$ cat src/rtl/fifo_arb_pkg.sv
// Shared types and constants for the FIFO write arbiter.
package fifo_arb_pkg;

    localparam int PktCountW = 16;

    typedef enum logic {
        IDLE = 1'b0,
        XFER = 1'b1
    } state_t;

endpackage

$ cat src/rtl/fifo_write_arbiter_rr_picker.sv
// Combinational round-robin picker: first valid requester above LastGrant, one-hot.
module rr_picker #(
    parameter  int NumReq = 4,
    localparam int IdxW   = $clog2(NumReq)
) (
    input  logic [NumReq-1:0] Valid,
    input  logic [IdxW-1:0]   LastGrant,
    output logic [NumReq-1:0] Pick
);

    logic [IdxW:0]       w_shamt;
    logic [NumReq-1:0]   w_rot;
    logic [NumReq-1:0]   w_rot_oh;

    // Rotate so the search start lands on bit 0, isolate the lowest set bit, rotate back.
    assign w_shamt  = {1'b0, LastGrant} + (IdxW+1)'(1);
    assign w_rot    = NumReq'({Valid, Valid} >> w_shamt);
    assign w_rot_oh = w_rot & (~w_rot + NumReq'(1));
    assign Pick     = NumReq'(({w_rot_oh, w_rot_oh} << w_shamt) >> NumReq);

endmodule

$ cat src/rtl/fifo_write_arbiter.sv
// Packet-locked round-robin arbiter steering NumReq requesters into one FIFO write port.
// Optional FIFO_ARB_WATERMARK_EN: hold off new grants while FifoProgFull is high.
module fifo_write_arbiter
    import fifo_arb_pkg::*;
#(
    parameter int NumReq = 4,
    parameter int Width  = 8
) (
    input  logic                    Clk,
    input  logic                    ResetN,
    input  logic [NumReq-1:0]       ReqValid,
    input  logic [NumReq*Width-1:0] ReqData,
    input  logic [NumReq-1:0]       ReqLast,
    output logic [NumReq-1:0]       ReqReady,
    input  logic                    FifoFull,
    input  logic                    FifoProgFull,
    output logic                    FifoWrite,
    output logic [Width:0]          FifoDin,
    output logic [NumReq-1:0]       Grant,
    output logic [PktCountW-1:0]    PktCount
);

    localparam int IdxW = $clog2(NumReq);

    state_t               r_state, w_state_next;
    logic [NumReq-1:0]    r_grant, w_grant_next;
    logic [IdxW-1:0]      r_owner, w_owner_next;
    logic [IdxW-1:0]      r_last_grant, w_last_grant_next;
    logic [PktCountW-1:0] r_pkt_count, w_pkt_count_next;
    logic [NumReq-1:0]    w_pick;
    logic [IdxW-1:0]      w_pick_idx;
    logic [Width-1:0]     w_payload [NumReq];
    logic                 w_arb_ok;
    logic                 w_fire;

    generate
        for (genvar gi = 0; gi < NumReq; gi++) begin : g_slice
            assign w_payload[gi] = ReqData[gi*Width +: Width];
        end
    endgenerate

`ifdef FIFO_ARB_WATERMARK_EN
    assign w_arb_ok = ~FifoProgFull;
`else
    logic w_unused_prog_full;
    assign w_unused_prog_full = FifoProgFull;
    assign w_arb_ok           = 1'b1;
`endif

    rr_picker #(.NumReq(NumReq)) u_picker (
        .Valid     (ReqValid),
        .LastGrant (r_last_grant),
        .Pick      (w_pick)
    );

    always_comb begin
        w_pick_idx = '0;
        for (int i = 0; i < NumReq; i++) begin
            if (w_pick[i]) w_pick_idx = IdxW'(i);
        end
    end

    assign w_fire = (r_state == XFER) & ReqValid[r_owner] & ~FifoFull;

    always_comb begin
        w_state_next      = r_state;
        w_grant_next      = r_grant;
        w_owner_next      = r_owner;
        w_last_grant_next = r_last_grant;
        w_pkt_count_next  = r_pkt_count;
        ReqReady          = '0;
        FifoWrite         = 1'b0;
        FifoDin           = '0;
        case (r_state)
            IDLE: begin
                if ((|ReqValid) && w_arb_ok) begin
                    w_grant_next = w_pick;
                    w_owner_next = w_pick_idx;
                    w_state_next = XFER;
                end
            end
            XFER: begin
                ReqReady  = r_grant & {NumReq{~FifoFull}};
                FifoWrite = w_fire;
                FifoDin   = {ReqLast[r_owner], w_payload[r_owner]};
                // Ownership is released only on an accepted end-of-packet beat.
                if (w_fire && ReqLast[r_owner]) begin
                    w_last_grant_next = r_owner;
                    w_pkt_count_next  = r_pkt_count + PktCountW'(1);
                    w_grant_next      = '0;
                    w_state_next      = IDLE;
                end
            end
            default: w_state_next = IDLE;
        endcase
    end

    always_ff @(posedge Clk or negedge ResetN) begin
        if (!ResetN) begin
            r_state      <= IDLE;
            r_grant      <= '0;
            r_owner      <= '0;
            r_last_grant <= IdxW'(NumReq-1);
            r_pkt_count  <= '0;
        end else begin
            r_state      <= w_state_next;
            r_grant      <= w_grant_next;
            r_owner      <= w_owner_next;
            r_last_grant <= w_last_grant_next;
            r_pkt_count  <= w_pkt_count_next;
        end
    end

    assign Grant    = r_grant;
    assign PktCount = r_pkt_count;

endmodule

$ cat config.mk
export PLATFORM = sky130hd
export DESIGN_NAME = fifo_write_arbiter
export DESIGN_NICKNAME = d
export VERILOG_FILES = /design/src/rtl/fifo_arb_pkg.sv /design/src/rtl/fifo_write_arbiter_rr_picker.sv /design/src/rtl/fifo_write_arbiter.sv
export SDC_FILE = /design/constraint.sdc
export NUM_CORES = 1
export LEC_CHECK = 0
export CORE_ASPECT_RATIO = 1.5
export CORE_MARGIN = 2
export CORE_UTILIZATION = 41
export DETAILED_ROUTE_END_ITERATION = 10
export PLACE_DENSITY_LB_ADDON = 0.1
export SKIP_LAST_GASP = 1
export SLEW_MARGIN = 20
export SYNTH_ARGS = -nofsm -noshare
export SYNTH_HDL_FRONTEND = slang
export SYNTH_SLANG_ARGS = --single-unit
$ cat constraint.sdc
create_clock -name Clk -period 2 [get_ports Clk]
set_input_delay 0.2 -clock Clk [delete_from_list [all_inputs] [get_ports Clk]]
set_output_delay 0.2 -clock Clk [all_outputs]
set_load 0.01 [all_outputs]
## Yosys cells after proc, flatten, opt, wreduce, memory -nomap -nowiden

Cells that the tools add are included.
Widths: inputs -> output; s select.

- Output and inout bits: 34
- Logic and storage cells: 46
- Input bits: 44
- Bits in registers: 25

- Add/subtract/negate cells: 3
- Reductions and logical operators: 5
- $lt $le $gt $ge: 2
- Mux-type cells: 19
- Bitwise gates (word level): 8
- Shift operators: 2
- Eq/ne operators: 2

Operators by type and width:

| cell | count |
|---|---|
| $add 16x1->16 const B | 1 |
| $bmux 8 s2 | 1 |
| $mux 8 | 2 |
| $mux 4 | 3 |
| $mux 9 | 1 |
| $and 4x4->4 | 2 |
| $pmux 4 s2 | 1 |
| $shl 8x3->8 | 1 |
| $shr 8x3->4 | 1 |
| $mux 1 | 6 |
| $reduce_and 2->1 | 3 |
| $add 4x1->4 const B | 1 |
| $bmux 1 s2 | 2 |
| $mux 2 | 2 |
| $not 4->4 | 1 |
| $reduce_or 4->1 | 1 |
| $add 2x1->3 const B | 1 |
| $ge 3x3->1 const B | 1 |
| $lt 2x3->1 const B | 1 |
| $not 2->3 | 1 |
| $and 1x1->1 | 2 |
| $ne 2x1->1 const B | 1 |
| $ne 2x2->1 const B | 1 |
| $not 1->1 | 2 |
| other kinds (2) | 2 |

## Logic depth before layout (Yosys ltp)

Gate-level depths: netlist (run 1).

- Depth after elaboration: 9
- Depth in mapped cells: 6
- Depth with buffers taken out: 6

## By module

Synthesis (run 1) repeated with hierarchy kept, for this count alone.

- Cell total of the unflattened synthesis: 175
- Area total of the unflattened synthesis: 1,800.5 µm²

By module, submodules not included:

| module | area an instance (µm²) | times used | cells an instance | seq. area each (µm²) |
|---|---|---|---|---|
| fifo_write_arbiter | 1,501.4 | 1 | 135 | 628.1 |
| rr_picker | 299.0 | 1 | 40 | 0.0 |

## Worst setup path after synthesis (run 1)

OpenSTA, ideal clock, no wires.

- Kind: flip-flop to flip-flop
- From: register r_owner[0]
- To: register r_pkt_count[12], in the netlist PktCount[12]
- Buffers on the path: 0
- Clock period less this slack: 1.598 ns
- Data arrival time: 1.464 ns
- Setup time: 0.134 ns
- Slack: 0.402 ns
- Stages on the path, launching flop included: 6
- Required time: 1.866 ns
- Path through: dfrtp_1 -> mux4_2 -> and2_2 -> nand2_2 -> nor4_2 -> xor2_1

- Word-level cells in the longest chain between the ends: 6
- Elaborated cells on any way between the ends: 8
- Classes of those cells: 4 x mux; 2 x bitwise; 2 x reduce/logical

RTL lines:

| what | RTL line | source |
|---|---|---|
| start, declared | fifo_write_arbiter.sv:27 | `logic [IdxW-1:0] r_owner, w_owner_next;` |
| start signal, assigned | fifo_write_arbiter.sv:108 | `r_owner <= w_owner_next;` |
| $bmux 1 s2 | fifo_write_arbiter.sv:63 | `assign w_fire = (r_state == XFER) & ReqValid[r_owner] & ~FifoFull;` |
| $mux 1 (not written as such) | fifo_write_arbiter.sv:63 |  |
| $and 1x1->1 (2 in a row) | fifo_write_arbiter.sv:63 |  |
| $logic_and 1x1->1 * | fifo_write_arbiter.sv:87 | `if (w_fire && ReqLast[r_owner]) begin` |
| $reduce_and 2->1 (no line) * | n/a |  |
| end signal, assigned | fifo_write_arbiter.sv:110 | `r_pkt_count <= w_pkt_count_next;` |
| end, declared | fifo_write_arbiter.sv:29 | `logic [PktCountW-1:0] r_pkt_count, w_pkt_count_next;` |

Mark *: on every way between the ends. The rest lies on a longest branch, timed or not. The select of a mux whose other input is x is not followed.
A chain may end at the register's enable or synchronous reset.

## Worst setup path after layout (run 1)

- From: register r_owner[0]
- To: output FifoDin[0]

- Word-level cells in the longest chain between the ends: 5

RTL lines:

| what | RTL line | source |
|---|---|---|
| $not 2->3 (not written as such) | fifo_write_arbiter.sv:85 | `FifoDin = {ReqLast[r_owner], w_payload[r_owner]};` |
| $bmux 8 s2 | fifo_write_arbiter.sv:85 |  |
| $mux 8 (not written as such) (2 in a row) | fifo_write_arbiter.sv:85 |  |
| $mux 9 | fifo_write_arbiter.sv:74 | `case (r_state)` |
| end, declared | fifo_write_arbiter.sv:18 | `output logic [Width:0] FifoDin,` |

No other way between the ends. The select of a mux whose other input is x is not followed.

==> qor.yml, run 1 <==
final_cell_mix: "66 x clkdlybuf4s50_1, 23 x nand2_1, 22 x dfrtp_1"
port_buffers: 76
coreArea_um2: 3854
wl_per_cell_um: 15.44
cp.required_ns: 1.80
fmax_mhz: 511.1
worstMarginPinSlew_ns: 0.3962
antenna_found_initial: 0
clock_path_buffers: 2
setup_violations: 0
hold_ws_ns: 0.2952
seq_area_frac_synth: 0.3876
grt_pass1_wl_mm: 7.548
tritoncts: "yes"
ctsHtreeMaxLevel: 1
insertion_delay_ns: 0.27
finClkSkew_ns: 0.006128
die_x_um: 55.33
p_leak_nw: 1.104
critPathKind: "reg -> out"
drive_gt1_frac: 0.1753
yosysWarnings: 0
finalCriticalPeriod_ns: 1.957
grt_pass1_vias: 1637
hold_path.class: "in -> async"
finalHoldViolCount: 0
end_kind: "primary output"
fin_crit_sh: 0.9783
final_core_util: 0.6737
routed_wl_mm: 4.570
rsz0062_at_grt: "true"
nets: 298
num_vias: 1594
p_per_area_nw_per_um2: 1031
cap_violations: 0
final_common_cell: "clkdlybuf4s50_1"
boundaryPins: 78
status: "finished, final reports clean"
drtIter0Drc: 30
vias_per_cell: 5.385
syn_area_per_cell_um2: 10.06
drt_pre_antenna_iters: 4
reg2reg_depth: 7
irDropWorstVdd_uv: 612.2
path_max_fanout: 5
hpwl_mm: 3.757
final_max_slew_viol_count: 0
clock_sinks: 25
ant_nets: 0
synthDistinctLibCells: 34
synth_nets: 207
row_count: 28
grt_overflow: 0
netlist_area_um2: 1620
die_area_um2: 4481
area_delta_synth_final_pct: 60.23
gp_congestion: 0.7533
ys_ff_latch: 25
path_clk_slew_ns: 0.08
power_w: 0.002676
r2r_slack_ns: 0.07
crit_arrival_ns: 1.76
cts_made_buffers: 3
max_slew_margin: 0.7331
grt_usage: 0.2080
synthCells: 161
drcViolationCount: 0
die_h_um: 80.99
root_buffer: "clkbuf_8"
grt_max_degree: 26
antenna_cells: 0
start_util: 0.4205
start_kind: "flip-flop"
-- through the flow --
stage	area [um^2]	cells	TNS [ns]	setup WS, ns
after floorplan	1620	161	0	0.4023
after global placement	2515	288	-0.001320	-0.001320
after detailed placement	2515	288	-0.03155	-0.03097
after CTS	2579	295	-0.1654	-0.03889
after global routing	2596	296	-0.06737	-0.02849
final	2596	296	0	0.04343
-- cell families (layout without fill, tap and decap cells) --
family          count (synthesis)  after routing  share of synthesized area
compound gates                 20             20                    0.07259
xor+xnor                       15             15                    0.08108
fa+ha+maj                       2              2                    0.01544
buf+inv                         9             99                    0.02239
flops                          25             25                     0.3876
mux                            10             10                     0.1390
simple gates                   80             80                     0.2819
-- Yosys cell counts, drive strengths merged --
master | instances | area [um^2]
and2 | 14 | 88.84
nor3 | 4 | 30.03
a31oi | 3 | 18.77
xnor2 | 9 | 78.83
a21o | 1 | 7.510
ha | 2 | 25.02
clkbuf | 4 | 15.01
a211oi | 1 | 7.510
mux4 | 10 | 225.2
nand4b | 1 | 8.760
nor2b | 5 | 31.28
xor2 | 6 | 52.55
nand2 | 24 | 92.59
o211ai | 2 | 15.01
nand3 | 8 | 40.04
and3 | 3 | 18.77
buf | 2 | 10.01
nand4 | 6 | 52.55
o21ai | 9 | 45.04
nor3b | 1 | 7.510
a21oi | 3 | 15.01
dfrtp | 23 | 575.6
nor2 | 8 | 30.03
and4 | 1 | 8.760
nor4 | 1 | 12.51
and3b | 3 | 26.28
dfstp | 2 | 52.55
nor4b | 1 | 8.760
inv | 3 | 11.26
a41oi | 1 | 8.760
-- sequential cells by signal, indices dropped and copies added (netlist names) --
register      cells
Grant             4
r_state           1
PktCount         16
r_owner           2
r_last_grant      2
-- timing repair --
action,CTS,global route
resized for setup,12,16
setup endpoints to repair,11,8
hold buffers,0,0
setup buffers,3,1
hold endpoints to repair,0,0
-- final timing paths --
kind / startpoint / endpoint
worst max-delay path: r_owner[0] / FifoDin[0]
worst min-delay path: ResetN / PktCount[0]
worst max register to register: r_owner[0] / PktCount[10]
worst min register to register: PktCount[15] / PktCount[15]
max in group asynchronous: ResetN / r_last_grant[1]
min in group Clk: PktCount[15] / PktCount[15]
-- critical path, cell delays in order (launching register included) --
cell and delay, ns:
dfrtp_1 0.39, buf_6 0.14, buf_12 0.11, mux4_2 0.47, and2_1 0.16, clkdlybuf4s15_1 0.23
-- metal layers --
metal  vias to the layer above  GRT usage  wire [um]
li1                        762          -          -
met5                         -          0          0
met2                        42     0.4512       2783
met3                         6    0.01115        109
met4                         0    0.05122         61
met1                       784     0.2091       1615
-- area by class of cell --
| type | instances | area (um^2) |
|---|---|---|
| Tap cell | 45 | 56.30 |
| Sequential cell | 25 | 629.4 |
| Fill cell | 333 | 1257 |
| Clock inverter | 1 | 7.507 |
| Timing Repair Buffer | 92 | 892.1 |
| Inverter | 3 | 11.26 |
| Multi-Input combinational cell | 127 | 958.4 |
| Clock buffer | 3 | 41.29 |
-- where the power goes --
part | total (W) | internal (W) | switching [W]
clock network | 0.000300 | 0.000141 | 0.000160
registers | 0.000821 | 0.000637 | 0.000184
logic | 0.00155 | 0.000899 | 0.000656
(Power assumes the default switching activity.)
==> run 2, diff against run 1 <==
- CORE_MARGIN: 2 -> 10
==> run 2 against run 1 <==
  * Sequential share of layout area is 0.095 points lower
  * Hold slack worse by 0.018 ns
  * Maximum frequency fell by 1.7%
  * Sequential cell count is the same
  * Count of clock-buffer cells in the layout unchanged
  * Largest cell class unchanged
  * Total power grew 1.5%
  * Wire length rose by 14%
  * Register-to-register slack improved by 0.06 ns
  * First-iteration DRC count up 87%
==> qor.yml, run 2 (synthesis gave the netlist of run 1 again) <==
worstMarginPinSlew_ns: 0.4123
row_count: 27
clock_sinks: 25
area_delta_synth_final_pct: 60.54
gp_congestion: 0.8302
finalCriticalPeriod_ns: 1.991
max_slew_margin: 0.7223
clock_path_buffers: 2
setup_ws_ns: 0.008588
start_util: 0.4321
p_per_area_nw_per_um2: 1044
cp_slowest_cell: "mux4_2"
die_x_um: 71.33
port_buffers: 76
routed_wl_mm: 5.224
cp_num_cells: 5
stdcell_area_um2: 2601
r2r-start: "r_owner[0]"
insertion_delay_ns: 0.27
antenna_found_initial: 0
cp.required_ns: 1.80
max_stage_delay_ns: 0.47
finClkSkew_ns: 0.006722
drtIter0Drc: 56
grt_usage: 0.1498
drive_gt1_frac: 0.1890
power_w: 0.002715
grt_max_degree: 26
nets: 301
rsz0062_at_grt: "true"
fin_crit_sh: 0.9957
end_kind: "primary output"
root_buffer: "clkbuf_8"
critPathBufInv: 3
seq_area_um2: 628.1
grt_pass1_wl_mm: 8.666
p_leak_nw: 1.118
wl_per_cell_um: 17.59
crit_arrival_ns: 1.79
reg2reg_to: "PktCount[11]"
ctsHtreeMaxLevel: 1
place_ws_ns: -0.05106
drcViolationCount: 0
drt_pre_antenna_iters: 4
hold_ws_ns: 0.2768
path_clk_slew_ns: 0.09
start_kind: "flip-flop"
antenna_cells: 0
placed_cell_area_um2: 2540
hold_path.class: "in -> async"
reg2reg_depth: 7
r2r_slack_ns: 0.13
nFillCells: 307
fmax_mhz: 502.2
boundaryPins: 78
die_h_um: 96.99
irDropWorstVdd_uv: 564.8
cts_made_buffers: 3
num_vias: 1596
grt_overflow: 0
cp_cell_sequence: "buf_6 -> buf_4 -> mux4_2 -> and2_1 -> dlygate4sd2_1"
final_cell_mix: "66 x clkdlybuf4s50_1, 23 x dfrtp_1, 23 x nand2_1"
coreArea_um2: 3750
multi_input_area_um2: 955.9
path_max_fanout: 4
cap_violations: 0
hpwl_mm: 4.416
die_area_um2: 6918
critPathKind: "reg -> out"
tritoncts: "yes"
status: "finished, final reports clean"
finalHoldViolCount: 0
critical_path.top_delay_family: "buffers and inverters"
setup_violations: 0
grt_pass1_vias: 1785
largest_register_ffs: 16
final_common_cell: "clkdlybuf4s50_1"
final_core_util: 0.6937
ant_nets: 0
vias_per_cell: 5.374
final_max_slew_viol_count: 0
run 2: cell count changes in the layout (fill, tap and decap cells not counted), sizes merged:
| cell | change |
|---|---|
| buf | +3 |
| clkbuf | +3 |
| clkdlybuf4s15 | -3 |
run 2: worst register-to-register path: cells and delay by family, from the launching register on:
kind | cells | cell delay [ns]
mux | 1 | 0.52
simple gates | 3 | 0.42
flops | 1 | 0.38
buf+inv | 2 | 0.29
xor+xnor | 1 | 0.15
run 2: layout make-up:
| type | instances | area share |
|---|---|---|
| multi-input cells | 127 | 0.3675 |
| flip-flops and latches | 25 | 0.2415 |
| well taps | 43 | 0.02068 |
| repair buffers | 95 | 0.3473 |
| inverters | 3 | 0.004329 |
| clock buffers | 3 | 0.01587 |
| clock inverters | 1 | 0.002886 |
run 2: timing repair:
item                                    4_1_cts  5_1_grt
buffers inserted                              3        2
hold buffers                                  0        0
resized for setup                            11       18
endpoints found under the setup margin       10       10
cloned                                        0        0
run 2: per-layer routing:
metal  GRT usage  vias to the layer above  part of all wire
li1            -                      762                 -
met1      0.1400                      785              0.34
met2      0.3022                       43              0.61
met3     0.02449                        6             0.039
met4     0.05052                        0             0.016
met5           0                        -                 0
run 2: worst max-delay path by stage:
stage	start	end	slack, ns
floorplan	r_owner[0]	PktCount[12]	0.40
global placement	ReqValid[3]	FifoWrite	-0.007
detailed placement	ReqValid[0]	FifoWrite	-0.05
CTS	r_owner[0]	FifoWrite	-0.03
global route	r_owner[0]	FifoDin[7]	-0.04
finish	r_owner[0]	FifoDin[3]	0.009
run 2: where the power goes:
group / switching, W / internal, W
registers: 0.000160 / 0.000635
logic: 0.000704 / 0.000909
clock network: 0.000166 / 0.000141
run 2: per-stage QoR:
stage,setup TNS [ns],cells
6_report,0,297
5_1_grt,-0.06947,297
4_1_cts,-0.1317,295
3_5_place_dp,-0.05106,288
3_3_place_gp,-0.007170,288
2_1_floorplan,0,161
==> run 3, diff against run 2 <==
--- a/config.mk
+++ b/config.mk
@@ -9,3 +9,3 @@
 export CORE_MARGIN = 10
-export CORE_UTILIZATION = 41
+export CORE_UTILIZATION = 44
 export DETAILED_ROUTE_END_ITERATION = 10
==> constraint.sdc (replaced) <==
create_clock -name Clk -period 2.51 [get_ports Clk]
set_input_delay 0.251 -clock Clk [delete_from_list [all_inputs] [get_ports Clk]]
set_output_delay 0.251 -clock Clk [all_outputs]
set_load 0.1 [all_outputs]
==> run 3 against run 2 <==
  * Wire length shrank 4.0%
  * Worst setup slack gained 0.41 ns
  * Sequential power shrank 18%
  * Sequential cell count is the same
  * Largest cell class unchanged
  * Total power grew 26%
  * First-iteration DRC count grew 7.1%
  * Count of clock-buffer cells in the layout is the same
  * Final cell count shrank 5.4%
  * Hold slack gained 0.057 ns
  * Clock power shrank 21%
  * Global-route usage grew 0.42 points
==> qor.yml, run 3 (synthesis gave the netlist of run 1 again) <==
status: "finished, final reports clean"
reg2reg_to: "PktCount[12]"
nets: 285
final_core_util: 0.7113
path_clk_slew_ns: 0.09
start_kind: "flip-flop"
crit_arrival_ns: 1.84
tns_ns: 0
grt_max_degree: 26
die_h_um: 94.32
final_max_slew_viol_count: 0
cts_resized: 0
routed_wl_mm: 5.015
root_buffer: "clkbuf_8"
critical_path.top_delay_family: "multiplexers"
p_per_area_nw_per_um2: 1328
ctsHtreeMaxLevel: 1
die_x_um: 69.55
fmax_mhz: 477.1
insertion_delay_ns: 0.27
vias_per_cell: 5.594
finClkSkew_ns: 0.003903
max_slew_margin: 0.7494
start_util: 0.4483
antenna_found_initial: 0
max_stage_delay_ns: 0.52
path_max_fanout: 10
drive_gt1_frac: 0.2479
final_cell_mix: "42 x clkdlybuf4s50_1, 23 x dfrtp_1, 23 x nand2_1, 23 x buf_4, 14 x buf_12"
placed_cell_area_um2: 2522
instances_no_fill: 281
rsz0062_at_grt: "false"
reg2reg_depth: 5
end_kind: "primary output"
irDropWorstVdd_uv: 1319
hold_ws_ns: 0.3334
r2r-start: "r_state"
postCtsSetupRepairBufs: 0
cts_made_buffers: 3
p_leak_nw: 1.125
fin_crit_sh: 0.8351
wl_per_cell_um: 17.85
r2r_slack_ns: 0.59
cap_violations: 0
dp.cells: 277
grt_overflow: 0
stdcell_area_um2: 2571
critPathKind: "reg -> out"
largest_register_ffs: 16
die_area_um2: 6560
finalHoldViolCount: 0
cp.required_ns: 2.26
tritoncts: "yes"
grt_pass1_vias: 1715
ant_nets: 0
critPathBufInv: 2
boundaryPins: 78
gp_congestion: 0.8431
drcViolationCount: 0
grt_pass1_wl_mm: 8.424
num_vias: 1572
clock_sinks: 25
setup_violations: 0
area_delta_synth_final_pct: 58.69
final_common_cell: "clkdlybuf4s50_1"
cp_cell_sequence: "buf_4 -> mux4_2 -> and2_1 -> buf_12"
grt_usage: 0.1541
antenna_cells: 0
hold_path.class: "in -> async"
clock_path_buffers: 2
drtIter0Drc: 60
coreArea_um2: 3615
row_count: 27
port_buffers: 76
hpwl_mm: 4.323
drt_pre_antenna_iters: 4
finalCriticalPeriod_ns: 2.096
cp_slowest_cell: "mux4_2"
worstMarginPinSlew_ns: 0.3759
ctsHoldBuffers: 0
run 3: cell types whose count changed in the layout (fill, tap and decap cells not counted), sizes merged:
cell,before,now
clkdlybuf4s50,66,42
buf,19,37
clkbuf,10,3
clkdlybuf4s15,2,0
dlygate4sd2,1,0
run 3: how the worst max path moves through the flow:
stage,endpoint,from,depth (start not counted)
6_report,FifoDin[4],r_owner[0],4
5_1_grt,FifoDin[0],r_owner[0],4
2_1_floorplan,PktCount[13],PktCount[3],5
3_5_place_dp,PktCount[12],ReqValid[2],6
3_3_place_gp,PktCount[12],ReqValid[2],6
4_1_cts,FifoDin[4],r_owner[0],4
run 3: area by class of cell:
class	count	area, um^2
clock buffers	3	41.29
well taps	43	53.80
repair buffers	79	873.3
clock inverters	1	7.507
inverters	3	11.26
fillers	282	1044
multi-input cells	127	955.9
flip-flops and latches	25	628.1
run 3: metrics by stage:
stage	power, W	setup WS [ns]
6_report	0.003415	0.4140
5_1_grt	0.003565	0.3264
4_1_cts	0.003434	0.3942
3_5_place_dp	0.003191	0.3966
3_3_place_gp	0.003138	0.4528
2_1_floorplan	0.002358	0.4075
run 3: routing by layer:
layer	up-vias	track usage	wire length, um
li1	733	-	-
met5	-	0	0
met2	50	0.3295	3083
met1	778	0.1400	1612
met4	0	0.05219	126
met3	11	0.02116	192
run 3: power breakdown:
part | leakage (nW) | total (W) | switching, W | internal, W
sequential | 0.315 | 0.000648 | 0.000142 | 0.000506
combinational | 0.788 | 0.00252 | 0.00166 | 0.000864
clock | 0.0217 | 0.000243 | 0.000131 | 0.000112
total | 1.12 | 0.00341 | 0.00193 | 0.00148
